==> src/rtl/cpu_pkg.sv <==
// Shared CPU definitions.
// NOP           : word returned by the instruction memory for out-of-range addresses.
// fetch_entry_t : one fetched word together with the PC it was fetched from.
package cpu_pkg;

    localparam logic [31:0] NOP = 32'h21000000;

    typedef struct packed {
        logic [31:0] pc;
        logic [31:0] instr;
    } fetch_entry_t;

endpackage

==> src/rtl/fetch_fifo.sv <==
// Small circular buffer of fetched words sitting between fetch and decode.
// Ports:
//   clk, reset      : clock and synchronous active-high reset (clears pointers, count and storage)
//   flush           : empties the buffer (pointers and count back to 0)
//   push, wr_entry  : enqueue wr_entry; caller only pushes when !full or when popping
//   pop             : dequeue the head; caller only pops when !empty
//   rd_entry        : current head entry (don't-care while empty)
//   full, empty     : occupancy flags
// DEPTH must be >= 2 and a power of two so the pointers wrap naturally.
module fetch_fifo
    import cpu_pkg::*;
#(
    parameter int DEPTH = 2
) (
    input  logic         clk,
    input  logic         reset,
    input  logic         flush,
    input  logic         push,
    input  logic         pop,
    input  fetch_entry_t wr_entry,
    output fetch_entry_t rd_entry,
    output logic         full,
    output logic         empty
);

    localparam int PTR_W = $clog2(DEPTH);
    localparam int CNT_W = $clog2(DEPTH + 1);

    fetch_entry_t     storage [DEPTH];
    logic [PTR_W-1:0] rd_ptr;
    logic [PTR_W-1:0] wr_ptr;
    logic [CNT_W-1:0] count;

    assign full     = (count == CNT_W'(DEPTH));
    assign empty    = (count == '0);
    assign rd_entry = storage[rd_ptr];

    always_ff @(posedge clk) begin
        if (reset) begin
            rd_ptr <= '0;
            wr_ptr <= '0;
            count  <= '0;
            // Storage is cleared so the head reads as zero straight after reset.
            for (int i = 0; i < DEPTH; i++) begin
                storage[i] <= '0;
            end
        end else if (flush) begin
            rd_ptr <= '0;
            wr_ptr <= '0;
            count  <= '0;
        end else begin
            if (push) begin
                storage[wr_ptr] <= wr_entry;
                wr_ptr          <= wr_ptr + PTR_W'(1);
            end
            if (pop) begin
                rd_ptr <= rd_ptr + PTR_W'(1);
            end
            // Simultaneous push and pop leaves the occupancy unchanged.
            if (push && !pop) begin
                count <= count + CNT_W'(1);
            end else if (pop && !push) begin
                count <= count - CNT_W'(1);
            end
        end
    end

endmodule

==> src/rtl/instruction_fetch.sv <==
// Fetch stage: holds the PC, addresses the instruction memory and buffers
// fetched {pc, instr} words for decode over a valid/ready handshake.
// Ports:
//   clk, reset                  : clock and synchronous active-high reset
//   imem_addr / imem_instr      : word address out (always the PC), instruction word back (same cycle)
//   halt                        : stop fetching new words; buffered words still drain
//   redirect_valid, redirect_pc : branch/jump target; flushes the buffer and reloads the PC
//   out_valid, out_ready        : handshake to decode
//   out_pc, out_instr           : head word and its PC
module instruction_fetch
    import cpu_pkg::*;
#(
    parameter logic [31:0] RESET_PC = 32'h0,
    parameter int          DEPTH    = 2
) (
    input  logic        clk,
    input  logic        reset,
    output logic [31:0] imem_addr,
    input  logic [31:0] imem_instr,
    input  logic        halt,
    input  logic        redirect_valid,
    input  logic [31:0] redirect_pc,
    output logic        out_valid,
    input  logic        out_ready,
    output logic [31:0] out_pc,
    output logic [31:0] out_instr
);

    logic [31:0]  pc;
    logic         push;
    logic         pop;
    logic         full;
    logic         empty;
    fetch_entry_t wr_entry;
    fetch_entry_t head;

    assign imem_addr = pc;
    assign out_valid = !empty;
    assign out_pc    = head.pc;
    assign out_instr = head.instr;

    assign pop = out_valid && out_ready;
    // A full buffer may still accept a word when the head leaves in the same cycle.
    assign push = !halt && !redirect_valid && (!full || pop);

    assign wr_entry = '{pc: pc, instr: imem_instr};

    always_ff @(posedge clk) begin
        if (reset) begin
            pc <= RESET_PC;
        end else if (redirect_valid) begin
            pc <= redirect_pc;
        end else if (push) begin
            pc <= pc + 32'd1;
        end
    end

    // Redirect doubles as the flush; a coinciding pop is still seen by decode.
    fetch_fifo #(
        .DEPTH(DEPTH)
    ) u_fifo (
        .clk      (clk),
        .reset    (reset),
        .flush    (redirect_valid),
        .push     (push),
        .pop      (pop),
        .wr_entry (wr_entry),
        .rd_entry (head),
        .full     (full),
        .empty    (empty)
    );

endmodule

==> config.mk <==
export PLATFORM = sky130hd
export DESIGN_NAME = instruction_fetch
export DESIGN_NICKNAME = d
export VERILOG_FILES = /design/src/rtl/cpu_pkg.sv /design/src/rtl/fetch_fifo.sv /design/src/rtl/instruction_fetch.sv
export SDC_FILE = /design/constraint.sdc
export NUM_CORES = 1
export LEC_CHECK = 0
export ABC_AREA = 1
export CAP_MARGIN = 20
export CORE_AREA = 2 2 140 142
export CTS_BUF_LIST = sky130_fd_sc_hd__clkbuf_8
export DETAILED_ROUTE_END_ITERATION = 12
export DIE_AREA = 0 0 142 144
export PLACE_DENSITY = 0.73
export SLEW_MARGIN = 20
export SYNTH_ARGS = -nofsm -noshare
export SYNTH_HDL_FRONTEND = slang
export SYNTH_HIERARCHICAL = 1
export SYNTH_SLANG_ARGS = --single-unit
==> constraint.sdc <==
create_clock -name clk -period 3.7 [get_ports clk]
set_input_delay 0.37 -clock clk [delete_from_list [all_inputs] [get_ports clk]]
set_output_delay 0.37 -clock clk [all_outputs]
set_load 0.005 [all_outputs]
After elaboration in Yosys (flattened, before gate mapping)
Memories as Yosys holds them, arrays and structs flattened. A register that Yosys moved wholly into a read port is not among the register bits.
Cells that the tools add are included.
Word-level totals
  bits in registers: 36
  RAM bits: 128
  input bits: 69
  output and inout bits: 97
  logic and storage cells: 43
  memories kept: 1
Cells by class
  add/sub/neg operators: 5
  equality and inequality tests: 1
  muxes and demuxes: 15
  reduce and logical (&&, ||, !) cells: 17
Memory list
  u_fifo.storage: depth 2, bits a word 64, rd ports 1, clocked after memory_dff 1, write ports 2, RTL line fetch_fifo.sv:29  | fetch_entry_t storage [DEPTH];
Operator list (number)
  $mux 32: 2
  $mux 64: 1
  $reduce_or 64->1: 1
  $add 32x1->32 const B: 1
  $mux 1: 10
  $logic_not 1->1: 6
  $logic_and 1x1->1: 5
  $mux 2: 2
  $reduce_bool 2->1: 2
  $add 1x1->1 const B: 2
  $add 2x1->2 const B: 1
  $eq 2x2->1 const B: 1
  $logic_not 2->1: 1
  $reduce_or 2->1: 1
  $sub 2x1->2 const B: 1
  $logic_or 1x1->1: 1

Logic depth before layout (Yosys ltp)
Gate-level depths: netlist of the first run.
  depth in word-level cells: 11
  depth in mapped cells: 13
  gate-level depth less buffers: 12

By module
Netlist of the first run, hierarchy kept.
By module, submodules not included
  fetch_fifo: instances 1, cells each 441, area each 5913.2 sq um, sequential area each 3943.8 sq um
  instruction_fetch: instances 1, cells each 402, area each 2413.6 sq um, sequential area each 640.6 sq um

Worst setup path after synthesis of the first run
Ideal clock, no wire load.
  path type: input port to flip-flop
  from: input port redirect_valid
  to: memory u_fifo/storage[0][0] (netlist name), enable pin
  library setup time: 0.424 ns
  data arrival time: 2.893 ns
  data required time: 3.276 ns
  setup slack: 0.383 ns
  stages: 11
  buffers on the path: 4
  path through: buf_2 -> nor2_2 -> o21ai_4 -> inv_2 -> buf_2 -> inv_1 -> nor2_1 -> nand2_1 -> buf_4 -> buf_6 -> nand2_1
RTL lines
  start: declaration: RTL line instruction_fetch.sv:21  | input logic redirect_valid,
  end: declaration: RTL line fetch_fifo.sv:29

==> flow_summary.rst, run 1 <==
.. list-table::
   :header-rows: 1

   * - Metric
     - Value
   * - Critical Path Source Type
     - flop
   * - Num CTS Buffers
     - 17
   * - I/O pin total
     - 166
   * - Final total power
     - a little under 4 mW
   * - Number of sinks handled by clock tree synthesis
     - 165
   * - Mean routed wirelength per cell
     - 15.3 µm
   * - Beginning of the worst register-to-register path
     - u_fifo/count[1]$_SDFFE_PP0P_
   * - Setup CP Type
     - reg2out
   * - Data arrival time of the critical path
     - around 2.3 ns
   * - Chip width
     - about 140 µm
   * - Hold-fix buffers at CTS
     - 0
   * - Wire length of the first global-routing pass
     - between 20 and 30 mm
   * - Gp weighted congestion
     - 0.889
   * - Source of the worst hold timing path
     - redirect_pc[9]
   * - Core ar.
     - 0.0191 mm²
   * - H-tree depth reported by CTS
     - 4
   * - Starting utilization of the core area
     - 0.436
   * - Count of cells along the worst hold path
     - 3
   * - Critical path data required time
     - ~3.3 ns
   * - RSZ-0062 raised after global routing
     - no
   * - Maximum clock insertion buffer count
     - 2
   * - Setup Fix Bufs, Post-CTS
     - 0
   * - Delay of the slowest cell on the worst path
     - 0.91 ns
   * - Mean area per synthesized cell
     - around 9.9 µm²
   * - Top cells by area, synth
     - edfxtp_1 (46%), dfxtp_1 (8.9%), mux2_2 (8.7%)
   * - Max-slew violation count
     - 0
   * - Max-Cap Viols
     - 0
   * - Number of filler instances in the final layout
     - 1708
   * - Share of layout cells above drive strength 1
     - 0.213
   * - Remaining antenna violation count after routing
     - 0
   * - First drt pass iteration count
     - 6
   * - Crit path time final
     - 2.70 ns
   * - Count of unique library cells instantiated by Yosys
     - 36
   * - Peak supply drop
     - 0.240 mV
   * - Growth of design area from synthesis to finish
     - 26.2%
   * - Biggest area consumer among synthesized cells
     - edfxtp_1
   * - Number of antenna violations at the first check in global routing
     - 0
   * - Worst path buffer plus inverter count
     - 1
   * - Vias after detailed routing
     - 6015
   * - Number of cells after detailed placement
     - 1220
   * - Count of buffers from port buffering
     - between 150 and 200
   * - Die ar.
     - 0.0204 mm²
   * - Nets in the synthesized netlist
     - 914
   * - Number of DRC markers in iteration 0
     - 309
   * - Share of the cycle needed by the critical path after routing
     - 0.731
   * - Overall Global Routing Usage
     - 0.187
   * - Total global routing overflow
     - 0
   * - Final net count
     - 1072
   * - Sum of net half-perimeters after detailed placement
     - 13.0 mm
   * - Fraction of the yosys area taken by sequential cells
     - 0.551
   * - Number of synthesized register bits
     - between 150 and 200
   * - TritonCTS clock tree
     - yes
   * - Ratio of total power to cell area
     - 369 mW/mm²
   * - Cells after Synth
     - 843
   * - CP max-delay cell
     - dfxtp_4
   * - Outcome
     - finished, final reports clean
   * - Biggest fanout along the worst timing path
     - 64
   * - Register-to-Register Setup Slack
     - 1.27 ns
   * - Setup clock skew after layout
     - 0.0128 ns
   * - Maximum number of pins on one net before global-route repair
     - 66
   * - Die Y
     - ~140 µm
   * - Clock slew at reported path FFs
     - approximately 0.080 ns
   * - Yosys warnings
     - 6
   * - Minimum hold slack
     - roughly 0.48 ns
   * - Worst Reg-to-Reg Cells
     - 9
   * - Master cell of the clock root buffer
     - clkbuf_8
   * - ANT cells
     - 0
   * - Hold path endpoint
     - imem_addr[9]$_SDFFE_PP0P_
   * - Total negative slack for setup checks
     - 0 ns
   * - Dominant delay contributor by cell family on the critical path
     - flip-flops
   * - Critical-path cell list
     - mux2_2 > clkdlybuf4s50_1
   * - Resized Gates After CTS
     - 0
   * - Type of the most critical hold path
     - in2reg
   * - Synth top area share
     - 0.462
   * - Via count of the first global-routing pass
     - slightly below 6000
   * - End of the worst register-to-register path
     - u_fifo/storage[0][52]$_SDFFCE_PN0P_
   * - Final setup vio count
     - 0
   * - Leakage power of the design
     - 3.94 nW
   * - Synth Cell Area
     - 0.00833 mm²
   * - Worst slew margin relative to its limit
     - 0.310
   * - Max Clock Freq
     - roughly 370 MHz
   * - Final Hold Violating Endpoints
     - 0
   * - WL final
     - between 15 and 20 mm
   * - Row cnt
     - 51
   * - Residual DRC count
     - 0
   * - Kind of end point of the critical path
     - primary output
   * - Post-DR vias/cell
     - ~4.8
   * - Worst slew pin tran
     - 1.03 ns
   * - Source-to-sink clock delay at the later pin of the worst-skew pair
     - about 0.45 ns
   * - Final standard cell count with taps included and fillers excluded
     - between 1000 and 1500
kinds of logic (layout without fill, tap and decap cells):
logic type / Yosys count / count (layout) / share of synthesized area
AND/OR/NAND/NOR: 382 / 382 / 0.218
flip-flops: 165 / 165 / 0.551
multiplexers: 64 / 64 / 0.0866
adder cells (fa/ha/maj): 2 / 2 / 0.00300
XOR/XNOR: 9 / 9 / 0.00947
AO/OA/AOI/OAI: 59 / 59 / 0.0421
buffers and inverters: 162 / 333 / 0.0900
area by class of cell:
type / instances / area [µm²] / area share
sequential: 165 / 4590 / 0.437
multi-input combinational: 516 / 3030 / 0.288
timing repair buffer: 172 / 1730 / 0.165
inverter: 129 / 487 / 0.0463
tap: 238 / 298 / 0.0283
clock buffer: 19 / 262 / 0.0249
clock inverter: 13 / 118 / 0.0112
per-stage QoR:
step	utilization	setup slack, ns	cell area [µm²]
2_1_floorplan	-	0.383	8330
5_1_grt	0.551	0.888	10500
4_1_cts	0.551	0.953	10500
3_5_place_dp	0.531	1.02	10100
3_3_place_gp	0.531	1.09	10100
6_report	0.551	0.995	10500
synthesized netlist by cell type, drive strengths merged:
cell type and n:
a21oi 29, a22oi 2, a31oi 3, buf 28, clkbuf 5, dfxtp 37, edfxtp 128, ha 2
inv 129, mux2 64, nand2 154, nand3 37, nand3b 2, nand4 1, nor2 185, nor3 2
o211ai 2, o21ai 20, o21bai 3, or2 1, xnor2 5, xor2 4
how the worst max path moves through the flow:
stage | start | slack (ns) | cells past startpoint | endpoint
final | flop | 1.0 | 2 | out_pc[16]
after global routing | flop | 0.89 | 2 | out_pc[16]
after global placement | redirect_valid | 1.09 | 6 | u_fifo/storage[1][6]$_SDFFCE_PN0P_
after CTS | flop | 0.95 | 2 | out_pc[16]
after detailed placement | redirect_valid | 1.02 | 6 | u_fifo/storage[1][12]$_SDFFCE_PN0P_
after floorplan | redirect_valid | 0.38 | 11 | u_fifo/storage[0][0]$_SDFFCE_PN0P_
placed cells by master, fill, tap and decap left out, types with 5 or more instances in the layout:
master	synthesis	routed
dfxtp_1	37	36
nand2_4	4	7
nor2_4	10	10
nor2_2	82	82
o21ai_0	14	14
buf_4	8	5
xnor2_1	5	5
clkdlybuf4s50_1	0	165
nand3_1	36	35
clkbuf_8	0	19
nand2_1	147	144
edfxtp_1	128	128
inv_1	125	128
mux2_2	64	64
a21oi_2	6	6
o21ai_1	5	5
a21oi_1	23	23
nor2_1	93	93
metal layers:
| metal | up-vias | GRT usage | routed length [µm] |
|---|---|---|---|
| li1 | 3023 | - | - |
| met1 | 2777 | 0.230 | 8320 |
| met2 | 194 | 0.330 | 9570 |
| met3 | 21 | 0.0358 | 961 |
| met4 | 0 | 0.0632 | 264 |
| met5 | - | 0 | 0 |
flip-flops by register name (all words and copies together) (netlist names), named ones only:
name	cells
imem_addr	32
u_fifo/count	2
u_fifo/rd_ptr	1
u_fifo/storage	128
u_fifo/wr_ptr	1
report_power, final:
part,switching [mW],total (mW),internal [mW]
combinational,0.225,0.491,0.266
clock,0.625,1.24,0.620
sequential,0.0678,2.14,2.08
total,0.918,3.88,2.96
worst reg2reg max path, cell delays in order, from the launching register on:
cell and delay, ns:
dfxtp_1 0.33, nor2_1 0.25, nor2_2 0.13, o21ai_4 0.27
inv_2 0.10, inv_1 0.09, nor2_1 0.07, nand2_4 0.07
buf_4 0.69, nor2_1 0.13
Power figures use the tool's default switching activity.
==> inputs of run 2 (changes only) <==
- clock period: 3.7 -> 2.8 ns (I/O delays scaled with it)
==> flow_summary.rst, run 2 (synthesis results as in run 1) <==
.. list-table::
   :header-rows: 1

   * - Metric
     - Value
   * - Peak supply drop
     - roughly 0.31 mV
   * - Maximum clock insertion buffer count
     - 2
   * - Data arrival time of the critical path
     - roughly 2.1 ns
   * - Final standard cell count with taps included and fillers excluded
     - 1255
   * - Final setup vio count
     - 0
   * - Biggest fanout along the worst timing path
     - 21
   * - Sum of net half-perimeters after detailed placement
     - roughly 13 mm
   * - Beginning of the worst register-to-register path
     - u_fifo/count[0]$_SDFFE_PP0P_
   * - Max reg flops
     - between 100 and 150
   * - Worst slew margin relative to its limit
     - 0.708
   * - Worst slew pin tran
     - 0.438 ns
   * - Leakage power of the design
     - approximately 4 nW
   * - Final Hold Violating Endpoints
     - 0
   * - Switching share of total power
     - 0.241
   * - Chip width
     - 142 µm
   * - Part of the total power dissipated in sequential elements
     - 0.555
   * - Resized Gates After CTS
     - 0
   * - Max Clock Freq
     - ~410 MHz
   * - Critical Path Source Type
     - flop
   * - Worst setup margin
     - 0.383 ns
   * - Die ar.
     - 0.0204 mm²
   * - Cell-internal power
     - a little under 4 mW
   * - Most frequent cells in the layout
     - clkdlybuf4s50_1 (165), nand2_1 (144), edfxtp_1 (128)
   * - TritonCTS clock tree
     - yes
   * - Growth of design area from synthesis to finish
     - 26.8%
   * - Share of layout cells above drive strength 1
     - 0.213
   * - Max-slew violation count
     - 0
   * - Master cell of the clock root buffer
     - clkbuf_8
   * - Mean routed wirelength per cell
     - 15.3 µm
   * - Max-Cap Viols
     - 0
   * - Delay of the slowest cell on the worst path
     - 0.55 ns
   * - Clock slew at reported path FFs
     - 0.08 ns
   * - Maximum number of pins on one net before global-route repair
     - 66
   * - WL final
     - just under 20 mm
   * - Vias after detailed routing
     - between 6000 and 7000
   * - Final net count
     - between 1000 and 1500
   * - Post-route design area
     - 0.0106 mm²
   * - First drt pass iteration count
     - 5
   * - Total global routing overflow
     - 0
   * - Critical path data required time
     - approximately 2.5 ns
   * - Via count of the first global-routing pass
     - approximately 5900
   * - Remaining antenna violation count after routing
     - 0
   * - DP Worst Slack
     - 0.326 ns
   * - I/O pin total
     - 166
   * - Total stage count of the critical path
     - 3
   * - Psw
     - 1.23 mW
   * - Kind of end point of the critical path
     - primary output
   * - Gp weighted congestion
     - 0.889
   * - Count of buffers from port buffering
     - 165
   * - Worst Reg-to-Reg Cells
     - 9
   * - Critical-path cell list
     - buf_4 > mux2_2 > clkdlybuf4s50_1
   * - Core ar.
     - 0.0191 mm²
   * - CP max-delay cell
     - dfxtp_4
   * - Num CTS Buffers
     - 17
   * - Dominant delay contributor by cell family on the critical path
     - buffers and inverters
   * - H-tree depth reported by CTS
     - 4
   * - Count of cells along the worst hold path
     - 3
   * - Type of the most critical hold path
     - in2reg
   * - Setup clock skew after layout
     - 0.0102 ns
   * - Number of DRC markers in iteration 0
     - a little over 400
   * - Outcome
     - finished, final reports clean
   * - Number of cells after detailed placement
     - 1225
   * - Row cnt
     - 51
   * - Placed Instance Area
     - 0.0102 mm²
   * - Final Util
     - 0.553
   * - Source-to-sink clock delay at the later pin of the worst-skew pair
     - 0.45 ns
   * - Total negative slack for setup checks
     - 0 ns
   * - Worst path buffer plus inverter count
     - 2
   * - Share of the cycle needed by the critical path after routing
     - 0.863
   * - ANT cells
     - 0
   * - Number of sinks handled by clock tree synthesis
     - between 150 and 200
   * - Portion of total power attributed to combinational logic
     - 0.131
   * - Ratio of total power to cell area
     - approximately 480 mW/mm²
   * - Commonest non-fill, non-tap cell in the layout
     - clkdlybuf4s50_1
   * - Residual DRC count
     - 0
   * - Die Y
     - 144 µm
   * - Biggest register
     - u_fifo/storage
   * - Setup Fix Bufs, Post-CTS
     - 0
   * - RSZ-0062 raised after global routing
     - no
   * - Part of the power in the clock network
     - 0.314
   * - Overall Global Routing Usage
     - 0.190
   * - Starting utilization of the core area
     - 0.436
   * - Crit path time final
     - roughly 2.4 ns
   * - Source of the worst hold timing path
     - redirect_pc[9]
   * - Post-DR vias/cell
     - 4.87
   * - Setup CP Type
     - reg2out
   * - Hold-fix buffers at CTS
     - 0
   * - Wire length of the first global-routing pass
     - 30.1 mm
   * - Number of antenna violations at the first check in global routing
     - 0
[run 2: stage by stage]
stage / hold slack, ns / power [mW]
3_5_place_dp: 0.528 / 3.55
3_3_place_gp: 0.505 / 3.54
5_1_grt: 0.420 / 5.30
6_report: 0.407 / 5.09
4_1_cts: 0.380 / 5.13
2_1_floorplan: 0.357 / 3.17
[run 2: worst paths after layout]
| path | end | slack, ns |
|---|---|---|
| min reg2reg | u_fifo/wr_ptr$_SDFFE_PP0P_ | 0.54 |
| max | out_pc[19] | 0.38 |
| min | imem_addr[9]$_SDFFE_PP0P_ | 0.41 |
| max reg2reg | u_fifo/storage[0][63]$_SDFFCE_PN0P_ | 0.61 |
[run 2: tightest hold or removal path, delay by kind of cell]
family,cells,cell delay [ns]
AO/OA/AOI/OAI,1,0.06
buffers and inverters,1,0.40
AND/OR/NAND/NOR,1,0.07
[run 2: layout make-up]
type	count	area [µm²]
fillers	1712	8520
flip-flops and latches	165	4590
multi-input cells	516	3030
repair buffers	177	1800
inverters	129	487
well taps	238	298
clock buffers	17	234
clock inverters	13	119
[run 2: per-layer routing]
metal,track usage,part of all wire,vias up
met5,0,0,-
met4,0.0784,0.023,0
met3,0.0351,0.056,33
met2,0.311,0.48,221
met1,0.251,0.44,2820
li1,-,-,3034
[run 2: power groups by stage]
stage | clock, mW | combinational (mW) | sequential (mW)
3_5_place_dp | 0 | 0.670 | 2.88
3_3_place_gp | 0 | 0.665 | 2.88
4_1_cts | 1.63 | 0.675 | 2.82
6_report | 1.60 | 0.668 | 2.82
2_1_floorplan | 0 | 0.314 | 2.86
5_1_grt | 1.73 | 0.730 | 2.84
==> inputs of run 3 (changes only) <==
- CAP_MARGIN: 20 -> default
==> results of run 3 <==
The final DEF is identical to that of run 2; final timing and power are the same.
